===== src/rtl/dmem_access_ctrl.sv =====
// Data-memory access controller: byte/half/word loads and stores over a
// valid/ready request port, driving a word-wide synchronous RAM port.
module dmem_access_ctrl #(
  parameter int ADDR_W = 14
) (
  input  logic              clk,
  input  logic              rst,
  input  logic              req_valid,
  output logic              req_ready,
  input  logic              req_write,
  input  logic [1:0]        req_size,
  input  logic              req_unsigned,
  input  logic [31:0]       req_addr,
  input  logic [31:0]       req_wdata,
  output logic              resp_valid,
  output logic              resp_err,
  output logic [31:0]       resp_rdata,
  output logic [ADDR_W-1:0] mem_addr,
  output logic              mem_we,
  output logic [31:0]       mem_wdata,
  input  logic [31:0]       mem_rdata
);

  localparam logic [1:0] SZ_BYTE = 2'b00;
  localparam logic [1:0] SZ_HALF = 2'b01;
  localparam logic [1:0] SZ_WORD = 2'b10;

  typedef enum logic [2:0] {IDLE, ISSUE, WAIT, WRITE, RESP} state_t;

  state_t            state;
  state_t            next_state;
  logic              lat_write;
  logic [1:0]        lat_size;
  logic              lat_unsigned;
  logic [ADDR_W+1:0] lat_addr;
  logic [31:0]       lat_wdata;
  logic [31:0]       rd_reg;

  logic              accept;
  logic              req_err;
  logic              word_store;
  logic [4:0]        lane_shift;
  logic [7:0]        byte_sel;
  logic [15:0]       half_sel;
  logic [31:0]       load_ext;
  logic [31:0]       merged;
  logic              unused_addr_bits;

  // Address bits above the RAM range are dropped, so accesses wrap.
  assign unused_addr_bits = ^req_addr[31:ADDR_W+2];

  assign accept     = req_valid && (state == IDLE);
  assign req_err    = (req_size == 2'b11) ||
                      ((req_size == SZ_HALF) && req_addr[0]) ||
                      ((req_size == SZ_WORD) && (req_addr[1:0] != 2'b00));
  assign word_store = lat_write && (lat_size == SZ_WORD);
  assign lane_shift = {lat_addr[1:0], 3'b000};

  always_comb begin
    byte_sel = 8'(mem_rdata >> lane_shift);
    half_sel = 16'(mem_rdata >> {lat_addr[1], 4'b0000});
    load_ext = mem_rdata;
    case (lat_size)
      SZ_BYTE: load_ext = lat_unsigned ? {24'h0, byte_sel} : {{24{byte_sel[7]}}, byte_sel};
      SZ_HALF: load_ext = lat_unsigned ? {16'h0, half_sel} : {{16{half_sel[15]}}, half_sel};
      default: load_ext = mem_rdata;
    endcase
  end

  // Replace only the addressed lane of the word read back from RAM.
  always_comb begin
    merged = rd_reg;
    if (lat_size == SZ_BYTE)
      merged = (rd_reg & ~(32'h0000_00FF << lane_shift)) |
               ({24'h0, lat_wdata[7:0]} << lane_shift);
    else if (lat_size == SZ_HALF)
      merged = (rd_reg & ~(32'h0000_FFFF << {lat_addr[1], 4'b0000})) |
               ({16'h0, lat_wdata[15:0]} << {lat_addr[1], 4'b0000});
  end

  always_ff @(posedge clk) begin
    if (rst) begin
      state        <= IDLE;
      lat_write    <= 1'b0;
      lat_size     <= 2'b00;
      lat_unsigned <= 1'b0;
      lat_addr     <= '0;
      lat_wdata    <= 32'h0;
      rd_reg       <= 32'h0;
      resp_err     <= 1'b0;
      resp_rdata   <= 32'h0;
    end else begin
      state <= next_state;
      if (accept) begin
        lat_write    <= req_write;
        lat_size     <= req_size;
        lat_unsigned <= req_unsigned;
        lat_addr     <= req_addr[ADDR_W+1:0];
        lat_wdata    <= req_wdata;
      end
      case (state)
        IDLE: begin
          if (accept && req_err) begin
            resp_err   <= 1'b1;
            resp_rdata <= 32'h0;
          end
        end
        ISSUE: begin
          if (word_store) begin
            resp_err   <= 1'b0;
            resp_rdata <= 32'h0;
          end
        end
        WAIT: begin
          rd_reg <= mem_rdata;
          if (!lat_write) begin
            resp_err   <= 1'b0;
            resp_rdata <= load_ext;
          end
        end
        WRITE: begin
          resp_err   <= 1'b0;
          resp_rdata <= 32'h0;
        end
        default: ;
      endcase
    end
  end

  always_comb begin
    next_state = state;
    case (state)
      IDLE:    if (accept) next_state = req_err ? RESP : ISSUE;
      ISSUE:   next_state = word_store ? RESP : WAIT;
      WAIT:    next_state = lat_write ? WRITE : RESP;
      WRITE:   next_state = RESP;
      RESP:    next_state = IDLE;
      default: next_state = IDLE;
    endcase
  end

  // RAM port is decoded purely from state and the latched request.
  always_comb begin
    req_ready  = (state == IDLE);
    resp_valid = (state == RESP);
    mem_addr   = lat_addr[ADDR_W+1:2];
    mem_we     = ((state == ISSUE) && word_store) || (state == WRITE);
    mem_wdata  = (state == WRITE) ? merged : lat_wdata;
  end

endmodule


===== config.mk =====
export PLATFORM = sky130hd
export DESIGN_NAME = dmem_access_ctrl
export DESIGN_NICKNAME = d
export VERILOG_FILES = /design/src/rtl/dmem_access_ctrl.sv
export SDC_FILE = /design/constraint.sdc
export NUM_CORES = 1
export LEC_CHECK = 0
export BUFFER_PORTS_ARGS = -buffer_cell sky130_fd_sc_hd__buf_2
export CAP_MARGIN = 0
export CORE_AREA = 3 3 105 107
export CTS_CLUSTER_SIZE = 8
export DETAILED_ROUTE_END_ITERATION = 8
export DIE_AREA = 0 0 108 110
export PLACE_DENSITY = 0.83
export RECOVER_POWER = 25
export SYNTH_ARGS = -nofsm -noshare
export SYNTH_HDL_FRONTEND = slang
export SYNTH_SLANG_ARGS = --single-unit

===== constraint.sdc =====
create_clock -name clk -period 6.2 [get_ports clk]
set_clock_uncertainty 0.1 [all_clocks]
set_input_delay 0 -clock clk [delete_from_list [all_inputs] [get_ports clk]]
set_output_delay 0 -clock clk [all_outputs]
set_load 0.005 [all_outputs]

==> flow_results.org, run 1 <==
** Outcome
- Run status :: completed

** STA
- Measured against its own limit, the worst slew margin works out to between 10% and 20%.
- The max-slew violation count came to 0.
- Unrepaired setup endpoints after global routing :: no
- For the final routed database, the setup TNS stands at 0 ns.
- The final-report hold violation count came to 0.
- In the finished design, the share of the clock period the worst path needs comes to roughly 54%.
- At the pin with the least slew margin, the transition time is 1.32 ns.
- The worst path in the final design needs a cycle of 3.35 ns, including I/O delays and setup.
- Count of final setup violators :: 0
- Fmax :: between 200 and 300 MHz

** Synthesis
- Post-synth net total :: roughly 770
- For this run, asynchronously set or reset flops after synthesis account for 0%.
- Number of unique standard cell types used by synthesis :: 43
- In this run, synthesis inferred 0 flip-flops with an integrated enable.
- Sequential fraction of the synthesis area :: between 40 and 50%
- After technology mapping, the gate count stands at between 600 and 700.
- Among all flip-flop cells after synthesis, the most frequent one is sky130_fd_sc_hd__dfxtp_1.
- Post-Synthesis Mean Instance Area :: a little over 8 um2
- In this run, synthesis produced a sequential element count of 120.
- The Yosys step of the flow raised 0 warnings.
- The cell area that synthesis handed to floorplanning was between 5000 and 6000 um2.

** Setup path
- Together, buffers and inverters on the worst path number 0.
- Worst-path cell with the longest stage delay :: sky130_fd_sc_hd__or3b_1
- Stage delay of the slowest cell on the critical path :: ~0.88 ns
- Walking the worst path, the cells encountered are or3b_1, or3_1, nor4_4, a221o_1.
- Data arrives at the worst endpoint at around 3.7 ns.
- Crit path capture type :: flip-flop
- Worst-path fanout max :: 33
- Class of the most critical setup path :: reg2reg
- Cell family with most CP delay :: simple AND/OR/NAND/NOR gates
- At the worst endpoint, the required time is 6.57 ns.
- The worst setup path is launched from a flip-flop.

** Floorplan
- The die is ~110 um wide.
- Total Die Area :: around 12000 um2
- Vertical die dimension :: roughly 110 um
- Core Region :: 10200 um2
- Once the floorplan was initialized, standard cells occupied between 50% and 60% of the core.
- Ports :: 185
- Site Rows :: 37

** Cells and area
- Area growth, synth to finish :: 39.7%
- Number of antenna cells inserted :: 0
- Cells with a size suffix above 1 make up around 22% of the layout.
- At the end of the flow, the number of nets in the layout was 984.
- For this run, the share of the core covered by cells in the final layout is roughly 74%.

** Routing
- First-pass DRT Iterations :: 6
- After detailed routing, the number of remaining DRC violations is 0.
- In the final routed layout, each cell accounts on average for roughly 19 um.
- In this run the remaining antenna-violating nets after routing total 0.
- Overall via count from detail_route :: approximately 6200
- Initial drt markers :: between 800 and 900
- Avg Vias per Cell :: around 6
- Wire length reported by the detailed router :: a little under 20000 um

** Power and ir drop
- Combinational logic burns 14.0% of the power.
- Of the total power, the clock network draws between 40% and 50%.
- Reported leakage power :: approximately 0.0031 uW
- Switching Power :: approximately 560 uW
- Of the total power, the share spent switching nets is 26.2%.
- Across the VDD grid, the largest voltage drop is between 150 and 200 uV.
- Power density over the cells :: around 280 nW/um2
- Flop pwr share :: around two fifths
- The internal power of the cells totals 1560 uW.

** Global route
- Summed over all layers, the global routing overflow is 0.
- GRT Util Overall :: 32.1%
- Wire length of the first global-routing pass :: a little under 30000 um
- The via count of the first global-routing pass came to 5924.
- Entering global routing, the biggest net connects 90 pins.
- The number of antenna violations at the first check in global routing was 0.

** Clocking
- Counting every sink on the clock net gives 120.
- Clock network latency to the later pin of the worst-skew pair :: 0.53 ns
- Clock tree synthesis selected as its root buffer the cell sky130_fd_sc_hd__clkbuf_8.
- H-tree lvl count :: 4
- Clock tree synthesis inserted a total of 17 buffers.
- Counting along the longest clock path gives a buffer depth of 2.
- Clock input transition at the sequential cells of the worst setup and hold paths :: 0.06 ns
- CTS tree :: yes
- Post-CTS Setup Repair Bufs :: 0

** Job
- Number of max-cap violations :: 0

** Placed design
- Global placement routability congestion :: approximately 0.92
- During placement, the flow inserted port buffers numbering roughly 170.
- Detailed placement HPWL :: roughly 12000 um

** Worst hold path
- Path type of the worst min-delay path :: in2reg
## synth_stat cells, types with 7 or more instances
| library cell | n | area share [%] |
|---|---|---|
| sky130_fd_sc_hd__o31ai_1 | 8 | 1.1 |
| sky130_fd_sc_hd__nand2_1 | 195 | 14 |
| sky130_fd_sc_hd__dfxtp_1 | 120 | 44 |
| sky130_fd_sc_hd__o2bb2ai_1 | 15 | 2.4 |
| sky130_fd_sc_hd__buf_4 | 14 | 1.9 |
| sky130_fd_sc_hd__a221o_1 | 17 | 3.1 |
| sky130_fd_sc_hd__a2bb2oi_1 | 9 | 1.5 |
| sky130_fd_sc_hd__a21oi_1 | 89 | 8.2 |
| sky130_fd_sc_hd__nor2b_1 | 10 | 1.2 |
| sky130_fd_sc_hd__clkbuf_1 | 45 | 3.1 |
| sky130_fd_sc_hd__a31oi_1 | 10 | 1.2 |
| sky130_fd_sc_hd__a222oi_1 | 7 | 1.3 |
| sky130_fd_sc_hd__mux2i_1 | 9 | 1.7 |
| sky130_fd_sc_hd__inv_1 | 7 | 0.48 |
| sky130_fd_sc_hd__o21ai_0 | 18 | 1.7 |
| sky130_fd_sc_hd__a22o_1 | 8 | 1.3 |
| sky130_fd_sc_hd__mux2_2 | 17 | 3.5 |
| sky130_fd_sc_hd__nor2_1 | 17 | 1.2 |
| sky130_fd_sc_hd__o22ai_1 | 9 | 1.0 |
| sky130_fd_sc_hd__a221oi_1 | 7 | 1.1 |
## power by group through the flow
stage	Combinational [uW]	Clock, uW	Sequential [uW]
final	296	976	845
after global routing	320	1010	848
after CTS	288	973	841
after detailed placement	243	0	857
after global placement	236	0	855
after floorplan	167	0	837
## metal layers
layer | GRT usage (%) | up-vias | share of wire [%]
li1 | - | 2775 | -
met1 | 37.2 | 2882 | 37
met2 | 53.8 | 432 | 47
met3 | 8.56 | 109 | 11
met4 | 18.4 | 0 | 5.6
met5 | 0 | - | 0
## cells by family after synthesis
kind of cell	Yosys count	synth area share (%)
buffers and inverters	74	6.60
muxes	27	5.61
AOI/OAI and AO/OA	202	24.6
DFF	120	44.3
and+or+nand+nor	245	18.9
## area by class of cell
cell class / instances / area (um2)
Tap cell: 136 / 170
Clock inverter: 12 / 149
Timing Repair Buffer: 261 / 1720
Clock buffer: 20 / 435
Sequential cell: 120 / 2400
Inverter: 7 / 26.3
Multi-Input combinational cell: 474 / 2670
Fill cell: 712 / 2660
## worst paths after layout
path	startpoint	endpoint	slack (ns)	cells past startpoint
setup / recovery	state[1]$_SDFFE_PP0P_	resp_rdata[16]$_SDFFE_PP0P_	2.85	4
hold / removal	rst	rd_reg[0]$_SDFFE_PP0P_	0.1	3
setup reg to reg	state[1]$_SDFFE_PP0P_	resp_rdata[16]$_SDFFE_PP0P_	2.85	4
hold reg to reg	rd_reg[20]$_SDFFE_PP0P_	rd_reg[20]$_SDFFE_PP0P_	0.35	2
## worst reg2reg max path, cell delays in order (launching register included)
cell                      delay (ns)
sky130_fd_sc_hd__dfxtp_1        0.45
sky130_fd_sc_hd__or3b_1         0.88
sky130_fd_sc_hd__or3_1          0.85
sky130_fd_sc_hd__nor4_4         0.77
sky130_fd_sc_hd__a221o_1        0.24
## layout by cell type (no fill, tap or decap), types with 2 or more instances in the layout
cell,count
sky130_fd_sc_hd__nor3_1,3
sky130_fd_sc_hd__nand3_1,2
sky130_fd_sc_hd__a2bb2oi_1,9
sky130_fd_sc_hd__clkbuf_1,31
sky130_fd_sc_hd__buf_2,138
sky130_fd_sc_hd__mux2_2,17
sky130_fd_sc_hd__a31oi_1,9
sky130_fd_sc_hd__nand3b_1,2
sky130_fd_sc_hd__clkinv_2,4
sky130_fd_sc_hd__a21oi_1,89
sky130_fd_sc_hd__a221oi_1,7
sky130_fd_sc_hd__o22ai_1,9
sky130_fd_sc_hd__clkinvlp_4,4
sky130_fd_sc_hd__buf_4,7
sky130_fd_sc_hd__mux2i_1,9
sky130_fd_sc_hd__o21ai_0,18
sky130_fd_sc_hd__nor4_1,2
sky130_fd_sc_hd__clkbuf_16,16
sky130_fd_sc_hd__a221o_1,17
sky130_fd_sc_hd__and2_1,2
sky130_fd_sc_hd__nand2_1,195
sky130_fd_sc_hd__bufinv_16,3
sky130_fd_sc_hd__nor3b_1,2
sky130_fd_sc_hd__dlygate4sd3_1,86
sky130_fd_sc_hd__clkbuf_8,2
sky130_fd_sc_hd__nor2_1,17
sky130_fd_sc_hd__dfxtp_1,120
sky130_fd_sc_hd__a22o_1,8
sky130_fd_sc_hd__inv_1,7
sky130_fd_sc_hd__nor2b_1,10
sky130_fd_sc_hd__a222oi_1,7
sky130_fd_sc_hd__o31ai_1,8
sky130_fd_sc_hd__o2bb2ai_1,15
## metrics by stage
stage / std cells / instance area, um2 / power [uW] / setup slack, ns / hold WS [ns]
4_1_cts: 1030 / 7610 / 2100 / 3.00 / 0.103
2_1_floorplan: 668 / 5420 / 1000 / 4.14 / 0.0360
3_3_place_gp: 912 / 6160 / 1090 / 3.16 / 0.140
5_1_grt: 1030 / 7570 / 2180 / 2.78 / 0.131
3_5_place_dp: 912 / 6160 / 1100 / 3.02 / 0.145
6_report: 1030 / 7570 / 2120 / 2.85 / 0.0984
## repair_timing
action	in CTS	in global routing
hold endpoints to repair	120	0
resized for setup	0	0
hold buffers	86	0
Note: power is estimated with default switching activity, not from simulation.
==> inputs of run 2 (changes only) <==
Settings changed: CORE_AREA 3 3 105 107 to 3 3 114 116, DIE_AREA 0 0 108 110 to 0 0 117 119, PLACE_DENSITY 0.83 to 0.75.
Clock period 6.2 ns to 2.9 ns, I/O delays scaled along.
==> run 2 against run 1 <==
Compared with the run above: non-clock buffer count grew 10; cell count rose by 1.9%; combinational power is 120% higher; critical path depth rose by 3; register-to-register slack worse by 2.6 ns; utilization is 10 points lower; clock power increased by 120%; die area rose by 17%; sequential cell count is the same; worst hold slack lost 0.030 ns; first-iteration DRC count is 11% lower.
==> flow_results.org, run 2 (same netlist as run 1, synthesis figures left out) <==
** Placed design
- During placement, the flow inserted port buffers numbering roughly 170.
- Detailed placement ended at an HPWL of around 12000 um.
- Global placement routability congestion :: around 0.92

** Setup path
- The endpoint identified for the worst register-to-register timing path is resp_rdata[17]$_SDFFE_PP0P_.
- The worst setup path is of the reg2out kind.
- Number of buffers and inverters on the critical path :: 3
- Crit path capture type :: primary output
- Critical-path cell list :: buf_4, nand2b_1, nor2_1, buf_4, mux2i_1, o21ai_0, buf_2
- Stage delay of the slowest cell on the critical path :: ~0.45 ns
- Measured in cells, the most critical reg-to-reg path has a length of 4.
- The startpoint identified for the worst register-to-register timing path is state[0]$_SDFFE_PP0P_.
- STA classifies the critical path startpoint as a flip-flop.
- Critical Path Most Common Cell :: sky130_fd_sc_hd__buf_4
- At the worst endpoint, the arrival time is about 2.6 ns.
- Worst-path cell with the longest stage delay :: sky130_fd_sc_hd__nor2_1
- STA puts the critical path data required time at 2.80 ns.
- Worst R2R Setup Slack :: roughly 0.30 ns
- Of all nets on the critical path, the largest fanout is 14.
- Broken down by cell family, the worst path's largest delay share belongs to buffers and inverters.

** Clocking
- Clock network latency to the later pin of the worst-skew pair :: about 0.40 ns
- The clock passes through at most 2 buffers.
- Inserted Clock Buffers :: 17
- After clock tree synthesis, the clock-pin slew on the worst setup and hold paths is 0.06 ns.
- H-tree lvl count :: 4
- CTS sink count :: 120
- TritonCTS built the clock tree.
- Root cell of the clock tree :: sky130_fd_sc_hd__clkbuf_16
- After clock tree synthesis, the setup repair step added 0 buffers.

** Power and ir drop
- Power comes to 4570 uW.
- In this run the power density over the cells is 594 nW/um2.
- Maximum vdd ir drop :: ~480 uV
- Summed over all cells, the static leakage comes to 0.00318 uW.

** Global route
- Wire length of the first global-routing pass :: 29800 um
- The number of antenna violations at the first check in global routing was 1.
- GRT Util Overall :: between 20% and 30%
- Leftover overflow at the end of global routing :: 0
- Entering global routing, the biggest net connects between 40 and 50 pins.
- The via count of the first global-routing pass came to 5879.

** Cells and area
- Commonest cells after routing, fill and taps aside :: sky130_fd_sc_hd__nand2_1 (195), sky130_fd_sc_hd__buf_2 (139), sky130_fd_sc_hd__dfxtp_1 (120), sky130_fd_sc_hd__a21oi_1 (89), sky130_fd_sc_hd__dlygate4sd3_1 (85)
- The library cell used most frequently in the layout, excluding fill and tap cells, is sky130_fd_sc_hd__nand2_1.
- Area growth, synth to finish :: 41.8%
- At the end of the flow, the number of nets in the layout was approximately 990.
- In the final layout, the share of cells above drive strength 1 is a little under a quarter.

** Worst hold path
- Cells on Worst Hold Path :: 3
- Hold Path Origin :: rst
- Path type of the worst min-delay path :: in2reg
- The worst hold path terminates at resp_rdata[12]$_SDFFE_PP0P_.

** Floorplan
- Measured along the x axis, the die boundary spans 117 um.
- Ports :: about 190
- Site Rows :: 40
- The core region is 12000 um2.
- The floorplan step defined a die boundary enclosing around 14000 um2.
- Initial Util :: between 40% and 50%
- Vertical die dimension :: 119 um

** Routing
- First-pass DRT Iterations :: 8
- Avg WL per Cell :: ~18 um
- Initial drt markers :: 728
- For this block, the via count after detailed routing is between 5000 and 6000.
- The final layout contains routed wiring with a total length of roughly 19000 um.
- DRC errors left :: 0
- Avg Vias per Cell :: between 5 and 6
- ANT nets after route :: 0

** STA
- The final-report hold violation count came to 0.
- Of the available clock period, the critical path in the final layout requires around 90%.
- Count of final setup violators :: 0
- Slew at the pin closest to its max-slew limit :: between 1 and 1.5 ns
- The max-slew violation count is 0.
- Unrepaired setup endpoints after global routing :: no
- Fmax :: approximately 380 MHz
- Relative slew margins :: 24.8%
- The smallest clock period supported by the final layout is computed as ~2.7 ns.
- For the final routed database, the setup TNS stands at 0 ns.

** Job
- Max-cap violations in this run came to 0.

** Outcome
- The run finished with clean final reports.
run 2: worst max-delay path by stage:
stage / slack [ns] / cells after the start / endpoint / from
final: 0.25 / 7 / mem_wdata[17] / lat_addr[1]$_SDFFE_PP0N_
after global routing: 0.12 / 7 / mem_wdata[17] / lat_addr[1]$_SDFFE_PP0N_
after CTS: 0.16 / 6 / mem_wdata[29] / lat_size[0]$_SDFFE_PP0N_
after detailed placement: 0.39 / 4 / resp_rdata[22]$_SDFFE_PP0P_ / state[0]$_SDFFE_PP0P_
after global placement: 0.40 / 4 / resp_rdata[23]$_SDFFE_PP0P_ / state[0]$_SDFFE_PP0P_
after floorplan: 0.84 / 8 / resp_rdata[25]$_SDFFE_PP0P_ / state[0]$_SDFFE_PP0P_
run 2: worst min-delay path: stages:
cell	delay, ns
sky130_fd_sc_hd__buf_2	0.14
sky130_fd_sc_hd__a31oi_2	0.19
sky130_fd_sc_hd__o2bb2ai_1	0.19
run 2: layout make-up:
type | count | area [um2]
Sequential cell | 120 | 2400
Tap cell | 147 | 184
Multi-Input combinational cell | 474 | 2680
Clock buffer | 21 | 470
Timing Repair Buffer | 271 | 1790
Clock inverter | 9 | 124
Antenna cell | 1 | 2.50
Fill cell | 1020 | 4330
Inverter | 7 | 26.3
run 2: per-layer routing:
metal	part of all wire (%)	GRT usage [%]
met5	0	0
met4	4.4	11.8
met3	8.9	8.43
met2	47	43.2
met1	40	34.1
run 2: stage by stage:
| step | util [%] | cell area, um2 | instances | hold WS (ns) | worst slack, ns |
|---|---|---|---|---|---|
| 2_1_floorplan | - | 5420 | 668 | 0.0360 | 0.836 |
| 3_3_place_gp | 52.1 | 6260 | 934 | 0.140 | 0.403 |
| 3_5_place_dp | 52.1 | 6260 | 934 | 0.146 | 0.388 |
| 4_1_cts | 64.1 | 7700 | 1049 | 0.0348 | 0.160 |
| 5_1_grt | 64.0 | 7680 | 1050 | 0.0622 | 0.117 |
| 6_report | 64.0 | 7680 | 1050 | 0.0685 | 0.245 |
run 2: what timing repair did:
action / 4_1_cts / 5_1_grt
hold endpoints to repair: 119 / 0
hold buffers: 85 / 0
setup endpoints to repair: 0 / 8
resized for setup: 0 / 1
run 2: power breakdown:
group          internal [uW]  switching (uW)  total (uW)  leakage, uW
registers               1720            61.6        1780     0.000976
logic                    304             359         663      0.00191
clock network           1400             718        2120     0.000298
total                   3430            1140        4570      0.00318
